File: src/rtl/ibex_pkg.sv
// IPM sequencer types and helpers: op codes, controller states, per-op step rules.
// Combinational helpers only; no clocked logic here.
package ibex_pkg;

  typedef enum logic [2:0] {
    IPM_OP_MUL    = 3'd0,
    IPM_OP_SQUARE = 3'd1,
    IPM_OP_HOMOG  = 3'd2,
    IPM_OP_MASK   = 3'd3,
    IPM_OP_UNMASK = 3'd4
  } ipm_op_e;

  localparam ipm_op_e IPM_OP_LAST = IPM_OP_UNMASK;

  typedef enum logic [1:0] {
    IPM_CTRL_IDLE,
    IPM_CTRL_RUN,
    IPM_CTRL_DONE,
    IPM_CTRL_ERR
  } ipm_ctrl_state_e;

  function automatic logic ipm_op_needs_rnd(ipm_op_e op);
    return (op == IPM_OP_MUL) || (op == IPM_OP_HOMOG) || (op == IPM_OP_MASK);
  endfunction

  // Share 0 is left untouched by HOMOG and MASK, so their walk starts at share 1.
  function automatic logic [2:0] ipm_op_first_idx(ipm_op_e op);
    return ((op == IPM_OP_HOMOG) || (op == IPM_OP_MASK)) ? 3'd1 : 3'd0;
  endfunction

endpackage

File: src/rtl/ibex_ipm_idx_cnt.sv
// Nested share-pair counter: i outer, j inner (j only moves in mul_mode).
// Advances one step per enabled cycle; clr has priority over load, load over enable.
module ibex_ipm_idx_cnt #(
  parameter int NShares = 4,
  localparam int IdxW = $clog2(NShares)
) (
  input  logic            clk_i,
  input  logic            rst_i,
  input  logic            clr_i,
  input  logic            load_i,
  input  logic [IdxW-1:0] load_a_i,
  input  logic            en_i,
  input  logic            mul_mode_i,
  output logic [IdxW-1:0] idx_a_o,
  output logic [IdxW-1:0] idx_b_o,
  output logic            last_o
);

  localparam logic [IdxW-1:0] MaxIdx = IdxW'(NShares - 1);

  logic [IdxW-1:0] a_q, b_q;

  always_ff @(posedge clk_i or posedge rst_i) begin
    if (rst_i) begin
      a_q <= '0;
      b_q <= '0;
    end else if (clr_i) begin
      a_q <= '0;
      b_q <= '0;
    end else if (load_i) begin
      a_q <= load_a_i;
      b_q <= '0;
    end else if (en_i) begin
      if (mul_mode_i && (b_q != MaxIdx)) begin
        b_q <= b_q + IdxW'(1);
      end else begin
        b_q <= '0;
        a_q <= a_q + IdxW'(1);
      end
    end
  end

  assign idx_a_o = a_q;
  assign idx_b_o = b_q;
  assign last_o  = (a_q == MaxIdx) && (!mul_mode_i || (b_q == MaxIdx));

endmodule

File: src/rtl/ibex_ipm_ctrl.sv
// IPM operation sequencer: accepts one op, issues per-share steps over valid/ready,
// stalls on missing randomness or datapath backpressure; done_o S+1 cycles after accept.
module ibex_ipm_ctrl
  import ibex_pkg::*;
#(
  parameter int NShares = 4,
  localparam int IdxW = $clog2(NShares)
) (
  input  logic            clk_i,
  input  logic            rst_i,
  input  logic            req_i,
  input  logic [2:0]      op_i,
  output logic            ready_o,
  input  logic            kill_i,
  output logic            done_o,
  output logic            err_o,
  output logic            dp_valid_o,
  input  logic            dp_ready_i,
  output logic [2:0]      dp_op_o,
  output logic [IdxW-1:0] dp_idx_a_o,
  output logic [IdxW-1:0] dp_idx_b_o,
  output logic            dp_first_o,
  output logic            dp_last_o,
  output logic            rnd_req_o,
  input  logic            rnd_valid_i,
  output logic            busy_o
);

  ipm_ctrl_state_e state_q, state_d;
  ipm_op_e         op_q;

  logic            accept, fire, needs_rnd, is_mul, cnt_last, cnt_en, cnt_clr;
  logic [IdxW-1:0] idx_a, idx_b, first_idx;

  assign accept    = (state_q == IPM_CTRL_IDLE) && req_i && !kill_i;
  assign needs_rnd = ipm_op_needs_rnd(op_q);
  assign is_mul    = (op_q == IPM_OP_MUL);
  assign first_idx = IdxW'(ipm_op_first_idx(op_q));

  always_ff @(posedge clk_i or posedge rst_i) begin
    if (rst_i) begin
      state_q <= IPM_CTRL_IDLE;
      op_q    <= IPM_OP_MUL;
    end else begin
      state_q <= state_d;
      if (accept) op_q <= ipm_op_e'(op_i);
    end
  end

  always_comb begin
    state_d    = state_q;
    ready_o    = 1'b0;
    done_o     = 1'b0;
    err_o      = 1'b0;
    dp_valid_o = 1'b0;
    fire       = 1'b0;
    cnt_en     = 1'b0;
    cnt_clr    = 1'b0;
    case (state_q)
      IPM_CTRL_IDLE: begin
        ready_o = 1'b1;
        if (accept) state_d = (op_i <= IPM_OP_LAST) ? IPM_CTRL_RUN : IPM_CTRL_ERR;
      end
      IPM_CTRL_RUN: begin
        dp_valid_o = needs_rnd ? rnd_valid_i : 1'b1;
        fire       = dp_valid_o && dp_ready_i;
        // Kill wins over a coinciding final fire so done_o can never follow a flush.
        if (kill_i) begin
          state_d = IPM_CTRL_IDLE;
          cnt_clr = 1'b1;
        end else if (fire && cnt_last) begin
          state_d = IPM_CTRL_DONE;
        end else begin
          cnt_en = fire;
        end
      end
      IPM_CTRL_DONE: begin
        done_o  = 1'b1;
        cnt_clr = 1'b1;
        state_d = IPM_CTRL_IDLE;
      end
      IPM_CTRL_ERR: begin
        err_o   = 1'b1;
        state_d = IPM_CTRL_IDLE;
      end
      default: state_d = IPM_CTRL_IDLE;
    endcase
  end

  ibex_ipm_idx_cnt #(.NShares(NShares)) u_idx_cnt (
    .clk_i      (clk_i),
    .rst_i      (rst_i),
    .clr_i      (cnt_clr),
    .load_i     (accept),
    .load_a_i   (IdxW'(ipm_op_first_idx(ipm_op_e'(op_i)))),
    .en_i       (cnt_en),
    .mul_mode_i (is_mul),
    .idx_a_o    (idx_a),
    .idx_b_o    (idx_b),
    .last_o     (cnt_last)
  );

  assign busy_o     = (state_q != IPM_CTRL_IDLE);
  assign rnd_req_o  = fire && needs_rnd;
  assign dp_op_o    = op_q;
  assign dp_idx_a_o = idx_a;
  assign dp_idx_b_o = idx_b;
  assign dp_first_o = is_mul ? (idx_b == '0) : (idx_a == first_idx);
  assign dp_last_o  = cnt_last;

endmodule

File: config.mk
export PLATFORM = sky130hd
export DESIGN_NAME = ibex_ipm_ctrl
export DESIGN_NICKNAME = d
export VERILOG_FILES = /design/src/rtl/ibex_pkg.sv /design/src/rtl/ibex_ipm_idx_cnt.sv /design/src/rtl/ibex_ipm_ctrl.sv
export SDC_FILE = /design/constraint.sdc
export NUM_CORES = 1
export LEC_CHECK = 0
export ABC_CLOCK_PERIOD_IN_PS = 5810
export CORE_MARGIN = 10
export CORE_UTILIZATION = 40
export DETAILED_ROUTE_END_ITERATION = 10
export PLACE_DENSITY = 0.73
export SETUP_SLACK_MARGIN = 0.05
export SLEW_MARGIN = 20
export SYNTH_ARGS = -nofsm -noshare
export SYNTH_HDL_FRONTEND = slang
export SYNTH_SLANG_ARGS = --single-unit
export TNS_END_PERCENT = 1
File: constraint.sdc
create_clock -name clk_i -period 5.81 [get_ports clk_i]
set_clock_uncertainty 0.2 [all_clocks]
set_input_delay 0.581 -clock clk_i [delete_from_list [all_inputs] [get_ports clk_i]]
set_output_delay 0.581 -clock clk_i [all_outputs]
set_load 0.01 [all_outputs]
==> run summary, run 1 <==
Final wirelength - 1642 um
Antenna violations before repair - 0
WP data required - 5.03 ns
Overall Power - 0.4490 mW
Largest net degree at the start of global routing - 10
Setup Viol. Count Final - 0
Hold Path End - state_q[0]
Routed Antenna Nets - 0
M1 WL - 779 um
Post-CTS Resized - 0
Syn Std Cell Area - 664.4 um2
CTS tree - done
Synth Area in Adders - 13.18%
Synth top area cells - dfrtp_1, ha_1, mux2_1, inv_1, nor2_1
Hold path start - state_q[0]
Initial core utilization - 43.10%
Final Non-Filler Cells - 113
Fmax - 378.8 MHz
CTS clk-pin slew, worst paths - 0.06 ns
Worst vdd ir - 0.2605 mV
Die Footprint - 3691 um2
Port bufs - 23
Top-area cell type share of the netlist area - 33.90%
R2R Path End - u_idx_cnt.idx_a_o[1]
Syn Nets - 86
Clk_lat worst skew - 0.25 ns
Vias in the first global route - 591
Worst Hold Class - reg2reg
Drt pass-1 iters - 4
Slew HR - 76.53%
CTS buffer count - 3
Routed length on met2 - 738 um
Placeable Area - 1541 um2
Worst setup EP type - output pin
Worst-margin pin slew - 0.3498 ns
Final period util - 45.44%
Root Buffer - clkbuf_4
Gpl congestion - 0.7245
Critical path type - in2out
Post-synthesis xor/xnor area fraction - 0%
Via count - 600
Routed wire length per instance - 14.53 um
I/O pins - 24
Leak pwr - 0.4043 nW
Startpoint Class - input pin
Number of synthesized flops with an enable pin - 0
Share of layout cells above drive strength 1 - 7.216%
Sequential area share after synthesis - 33.90%
Final Hold Vio Count - 0
Number of max-cap violations - 0
Largest family of logic cells by synthesized area - compound AO/OA/AOI/OAI gates
Run status - completed
Area leader, netlist - dfrtp_1
CTS Hold Bufs - 0
# nets final - 114
Total global routing overflow - 0
Warnings, synthesis - 0
Distinct cells, synth - 28
Arr. time, crit path - 1.86 ns
Tmin final - 2.640 ns
R2R depth - 6
Pwr/cell area - 477.2 nW/um2
Worst-path fanout max - 3
CTS Sinks - 9
First-pass GRT wire length - 2677 um
# DRC - 0
Post-synthesis compound-gate area fraction - 21.09%
Iteration-0 DRC Markers - 12
Simple-Gate Fraction of Synth Area - 16.76%
RSZ-0062 raised after global routing - false
Register-to-register setup slack - 3.73 ns
Mux contribution to synthesized area - 9.981%
Die W - 60.76 um
Hold path depth - 1
Global Route Usage Sum - 9.440%
WL met3 - 109 um
DR vias/cell - 5.310
CTS Buffer Depth - 2
Gate count of the mapped netlist - 70
Setup TNS - 0 ns
Post-detail-place hpwl - 1393 um
Synthesis-stage register bit count - 9
DR top layer - met4
Syn avg cell area - 9.491 um2
H-Tree Level Count - 1
Synth-to-layout area growth - 41.62%
Ys async rst share - 100.0%
Placement Rows - 14
Post-CTS Setup Bufs - 0
Placed cells - 109
Die H - 60.76 um
Pins Over Slew Limit - 0
Ant. Diodes - 0
R2R Path Start - state_q[0]
Ys flop type - dfrtp_1
critical path, stage by stage:
cell	delay, ns
clkdlybuf4s50_1	0.50
nor2_1	0.08
a21boi_1	0.15
clkdlybuf4s50_1	0.55
cells by family after synthesis:
family / Yosys count
AND/OR/NAND/NOR: 20
AO/OA/AOI/OAI: 19
buffers and inverters: 9
flip-flops: 9
adder cells (fa/ha/maj): 7
multiplexers: 6
worst max-delay path by stage:
stage                 end  depth (start not counted)            startpoint
2_1_floorplan  state_q[1]                          5  u_idx_cnt.idx_b_o[0]
3_3_place_gp   dp_valid_o                          4           rnd_valid_i
3_5_place_dp   dp_valid_o                          4           rnd_valid_i
4_1_cts        dp_valid_o                          4           rnd_valid_i
5_1_grt        dp_first_o                          4            dp_op_o[0]
6_report       dp_valid_o                          4           rnd_valid_i
state kept, by name (all words and copies together), names as in the netlist:
register,cells
dp_op_o,3
state_q,2
u_idx_cnt.idx_a_o,2
u_idx_cnt.idx_b_o,2
Yosys cell counts, types with 2 or more instances:
| master | count |
|---|---|
| o21ai_1 | 2 |
| ha_1 | 7 |
| a21oi_1 | 5 |
| mux2_1 | 5 |
| nor2b_1 | 2 |
| dfrtp_1 | 9 |
| nor2_1 | 8 |
| inv_1 | 9 |
| nand2_1 | 2 |
| nand3b_1 | 2 |
| nand2b_1 | 2 |
placed cells by master (no fill, tap or decap), drive strengths merged:
master         synthesis  layout
clkdlybuf4s50          0      23
dfrtp                  9       9
nand2b                 2       2
o311a                  1       1
inv                    9       9
mux2                   5       5
nand3                  1       1
nor3b                  1       1
nor2b                  2       2
ha                     7       7
nor4                   1       1
and4                   1       1
o22ai                  2       2
o32ai                  1       1
a211o                  1       1
a21oi                  6       6
mux2i                  1       1
nand3b                 2       2
a32oi                  1       1
nand2                  2       2
o21ai                  3       3
o2bb2ai                1       1
o41a                   1       1
o211ai                 1       1
nor2                   8       8
a21boi                 1       1
clkbuf                 0       4
layout make-up:
| cell class | instances | area [um2] |
|---|---|---|
| clock buffer | 4 | 26.28 |
| sequential | 9 | 225.2 |
| tap | 16 | 20.02 |
| inverter | 9 | 33.78 |
| fill | 124 | 600.6 |
| timing repair buffer | 23 | 230.2 |
| multi-input combinational | 52 | 405.4 |
per-layer routing:
layer	track usage, %	up-vias
met3	1.670	2
met2	14.12	15
met5	0	-
li1	-	310
met1	12.28	273
met4	5.643	0
stage by stage:
stage | utilization [%] | setup WS [ns] | hold slack, ns | cell area [um2]
after floorplan | - | 3.874 | 0.2089 | 664.4
after global placement | 59.33 | 3.192 | 0.3508 | 914.6
after detailed placement | 59.33 | 3.176 | 0.3478 | 914.6
after CTS | 61.04 | 3.170 | 0.3614 | 940.9
after global routing | 61.04 | 3.089 | 0.3884 | 940.9
final | 61.04 | 3.170 | 0.3568 | 940.9
power by group:
group          internal [mW]  switching [mW]
Sequential            0.0876          0.0410
Combinational          0.147           0.127
Clock                 0.0263          0.0199
(Power assumes the default switching activity.)
==> run 2: changes to the inputs <==
--- a/config.mk
+++ b/config.mk
@@ -5,11 +5,11 @@
 export SDC_FILE = /design/constraint.sdc
 export NUM_CORES = 1
 export LEC_CHECK = 0
-export ABC_CLOCK_PERIOD_IN_PS = 5810
+export ABC_CLOCK_PERIOD_IN_PS = 2300
 export CORE_MARGIN = 10
-export CORE_UTILIZATION = 40
+export CORE_UTILIZATION = 39
 export DETAILED_ROUTE_END_ITERATION = 10
-export PLACE_DENSITY = 0.73
+export PLACE_DENSITY = 0.74
 export SETUP_SLACK_MARGIN = 0.05
 export SLEW_MARGIN = 20
 export SYNTH_ARGS = -nofsm -noshare
==> constraint.sdc (replaced) <==
create_clock -name clk_i -period 2.3 [get_ports clk_i]
set_clock_uncertainty 0.2 [all_clocks]
set_input_delay 0.23 -clock clk_i [delete_from_list [all_inputs] [get_ports clk_i]]
set_output_delay 0.23 -clock clk_i [all_outputs]
set_load 0.01 [all_outputs]
==> run 2 against run 1 <==
Against the previous run:
- non-clock buffer count rose by 1
- register-to-register slack got worse by 3.4 ns
- worst hold slack got worse by 0.34 ns
- critical path type is now reg2out
- sequential power rose to 2.6 times the previous value
- clock-buffer cell count did not move
- combinational power rose to 2.6 times the previous value
==> run summary, run 2 (same netlist as run 1, synthesis figures left out) <==
Run status - completed
Number of max-cap violations - 0
Worst Hold Class - in2async
Arr. time, crit path - 1.75 ns
Sequential Area - 226.5 um2
Ant. Diodes - 0
RSZ-0062 raised after global routing - true
Critical path type - reg2out
Iteration-0 DRC Markers - 15
Worst-margin pin slew - 0.3299 ns
DR vias/cell - 5.404
# nets final - 115
Pwr/cell area - 1200 nW/um2
CTS Hold Bufs - 0
Commonest non-fill, non-tap cell in the layout - clkdlybuf4s50_1
Drt pass-1 iters - 4
CTS clk-pin slew, worst paths - 0.06 ns
Initial core utilization - 42.62%
CTS buffer count - 3
Met3 Resource Use GR - 3.086%
Placeable Area - 1559 um2
# DRC - 0
I/O pins - 24
Cell Area, Placed - 922.1 um2
Setup Viol. Count Final - 0
Post-CTS Setup Bufs - 0
Final period util - 94.90%
Antenna violations before repair - 0
Die H - 61.28 um
Most frequent cells in the layout - clkdlybuf4s50_1, inv_1, nor2_1, dfrtp_1, ha_1
WP data required - 1.87 ns
Worst-path fanout max - 4
Final wirelength - 1715 um
Largest net degree at the start of global routing - 10
Pins Over Slew Limit - 0
Clk_lat worst skew - 0.25 ns
Root Buffer - clkbuf_4
Tmin final - 2.183 ns
Footprint of the multi-input gates - 405.4 um2
Routed wire length per instance - 15.04 um
Port bufs - 23
GR Util met1 - 12.15%
Via count - 616
# fillers - 126
Worst vdd ir - 0.8062 mV
Startpoint Class - flip-flop
First-pass GRT wire length - 2953 um
Max FFs per register - 3
CTS tree - done
Synth-to-layout area growth - 43.31%
Leak pwr - 0.4193 nW
Total global routing overflow - 0
Vias in the first global route - 646
Final Hold Vio Count - 0
Placement Rows - 14
Design area - 952.2 um2
Slew HR - 77.86%
Share of layout cells above drive strength 1 - 9.184%
Die Footprint - 3755 um2
H-Tree Level Count - 1
Gpl congestion - 0.8448
Global Route Usage Sum - 10.10%
CTS Sinks - 9
Routed Antenna Nets - 0
Overall Power - 1.143 mW
Grt peak-use layer - met2
Post-detail-place hpwl - 1484 um
Worst setup EP type - output pin
Die W - 61.28 um
Met2 GRT Util - 17.01%
Setup TNS - 0 ns
Fmax - 458.2 MHz
CTS Buffer Depth - 2
-- run 2: cell count changes in the layout (fill, tap and decap cells not counted), sizes merged --
| cell | change |
|---|---|
| dlymetal6s2s | +1 |
| buf | +1 |
| clkdlybuf4s50 | -1 |
-- run 2: where the power goes --
group	switching (mW)	internal, mW	leakage, nW
Clock	0.0444	0.0661	0.0150
Sequential	0.110	0.223	0.112
Combinational	0.326	0.373	0.292
Total	0.480	0.662	0.419
-- run 2: per-stage QoR --
stage / util, % / std cells / hold WS, ns / setup slack, ns
2_1_floorplan: - / 70 / -0.1421 / 0.3636
3_3_place_gp: 59.15 / 110 / 0.2981 / 0.3003
3_5_place_dp: 59.15 / 110 / 0.2961 / 0.3104
4_1_cts: 60.91 / 114 / 0.02578 / 0.05903
5_1_grt: 61.08 / 114 / 0.04454 / 0.004551
6_report: 61.08 / 114 / 0.02168 / 0.1174
-- run 2: path summary, 6_finish.rpt --
kind	start	cells past startpoint	slack, ns	endpoint
max	u_idx_cnt.idx_b_o[0]	3	0.12	dp_last_o
min	rst_i	2	0.02	u_idx_cnt.idx_b_o[0]
max reg2reg	u_idx_cnt.idx_b_o[0]	5	0.34	state_q[1]
min reg2reg	state_q[1]	1	0.37	state_q[1]
max in group asynchronous	rst_i	2	1.62	dp_op_o[0]
min in group clk_i	state_q[1]	1	0.37	state_q[1]
-- run 2: critical path, cell delays in order (launching register included) --
cell	delay, ns
dfrtp_1	0.41
ha_1	0.23
o41a_1	0.36
clkdlybuf4s50_1	0.50
-- run 2: repair_timing --
item	4_1_cts	5_1_grt
gates resized for setup	1	1
pin swaps	0	0
setup endpoints to repair	1	3
-- run 2: routing by layer --
| layer | part of all wire, % | vias up |
|---|---|---|
| met5 | 0 | - |
| met4 | 0 | 0 |
| met3 | 7.2 | 0 |
| met1 | 43 | 287 |
| met2 | 49 | 16 |
| li1 | - | 313 |
-- run 2: cell type report --
type	instances	area share [%]
timing repair buffer	24	25.23
inverter	9	3.548
multi-input combinational	52	42.58
tap	16	2.102
sequential	9	23.78
clock buffer	4	2.760
==> run 3: changes to the inputs <==
--- a/config.mk
+++ b/config.mk
@@ -11,7 +11,7 @@
 export DETAILED_ROUTE_END_ITERATION = 10
 export PLACE_DENSITY = 0.74
 export SETUP_SLACK_MARGIN = 0.05
-export SLEW_MARGIN = 20
+export SLEW_MARGIN = 5
 export SYNTH_ARGS = -nofsm -noshare
 export SYNTH_HDL_FRONTEND = slang
 export SYNTH_SLANG_ARGS = --single-unit
==> results of run 3 <==
Final layout, timing and power as in run 2 (identical DEF).
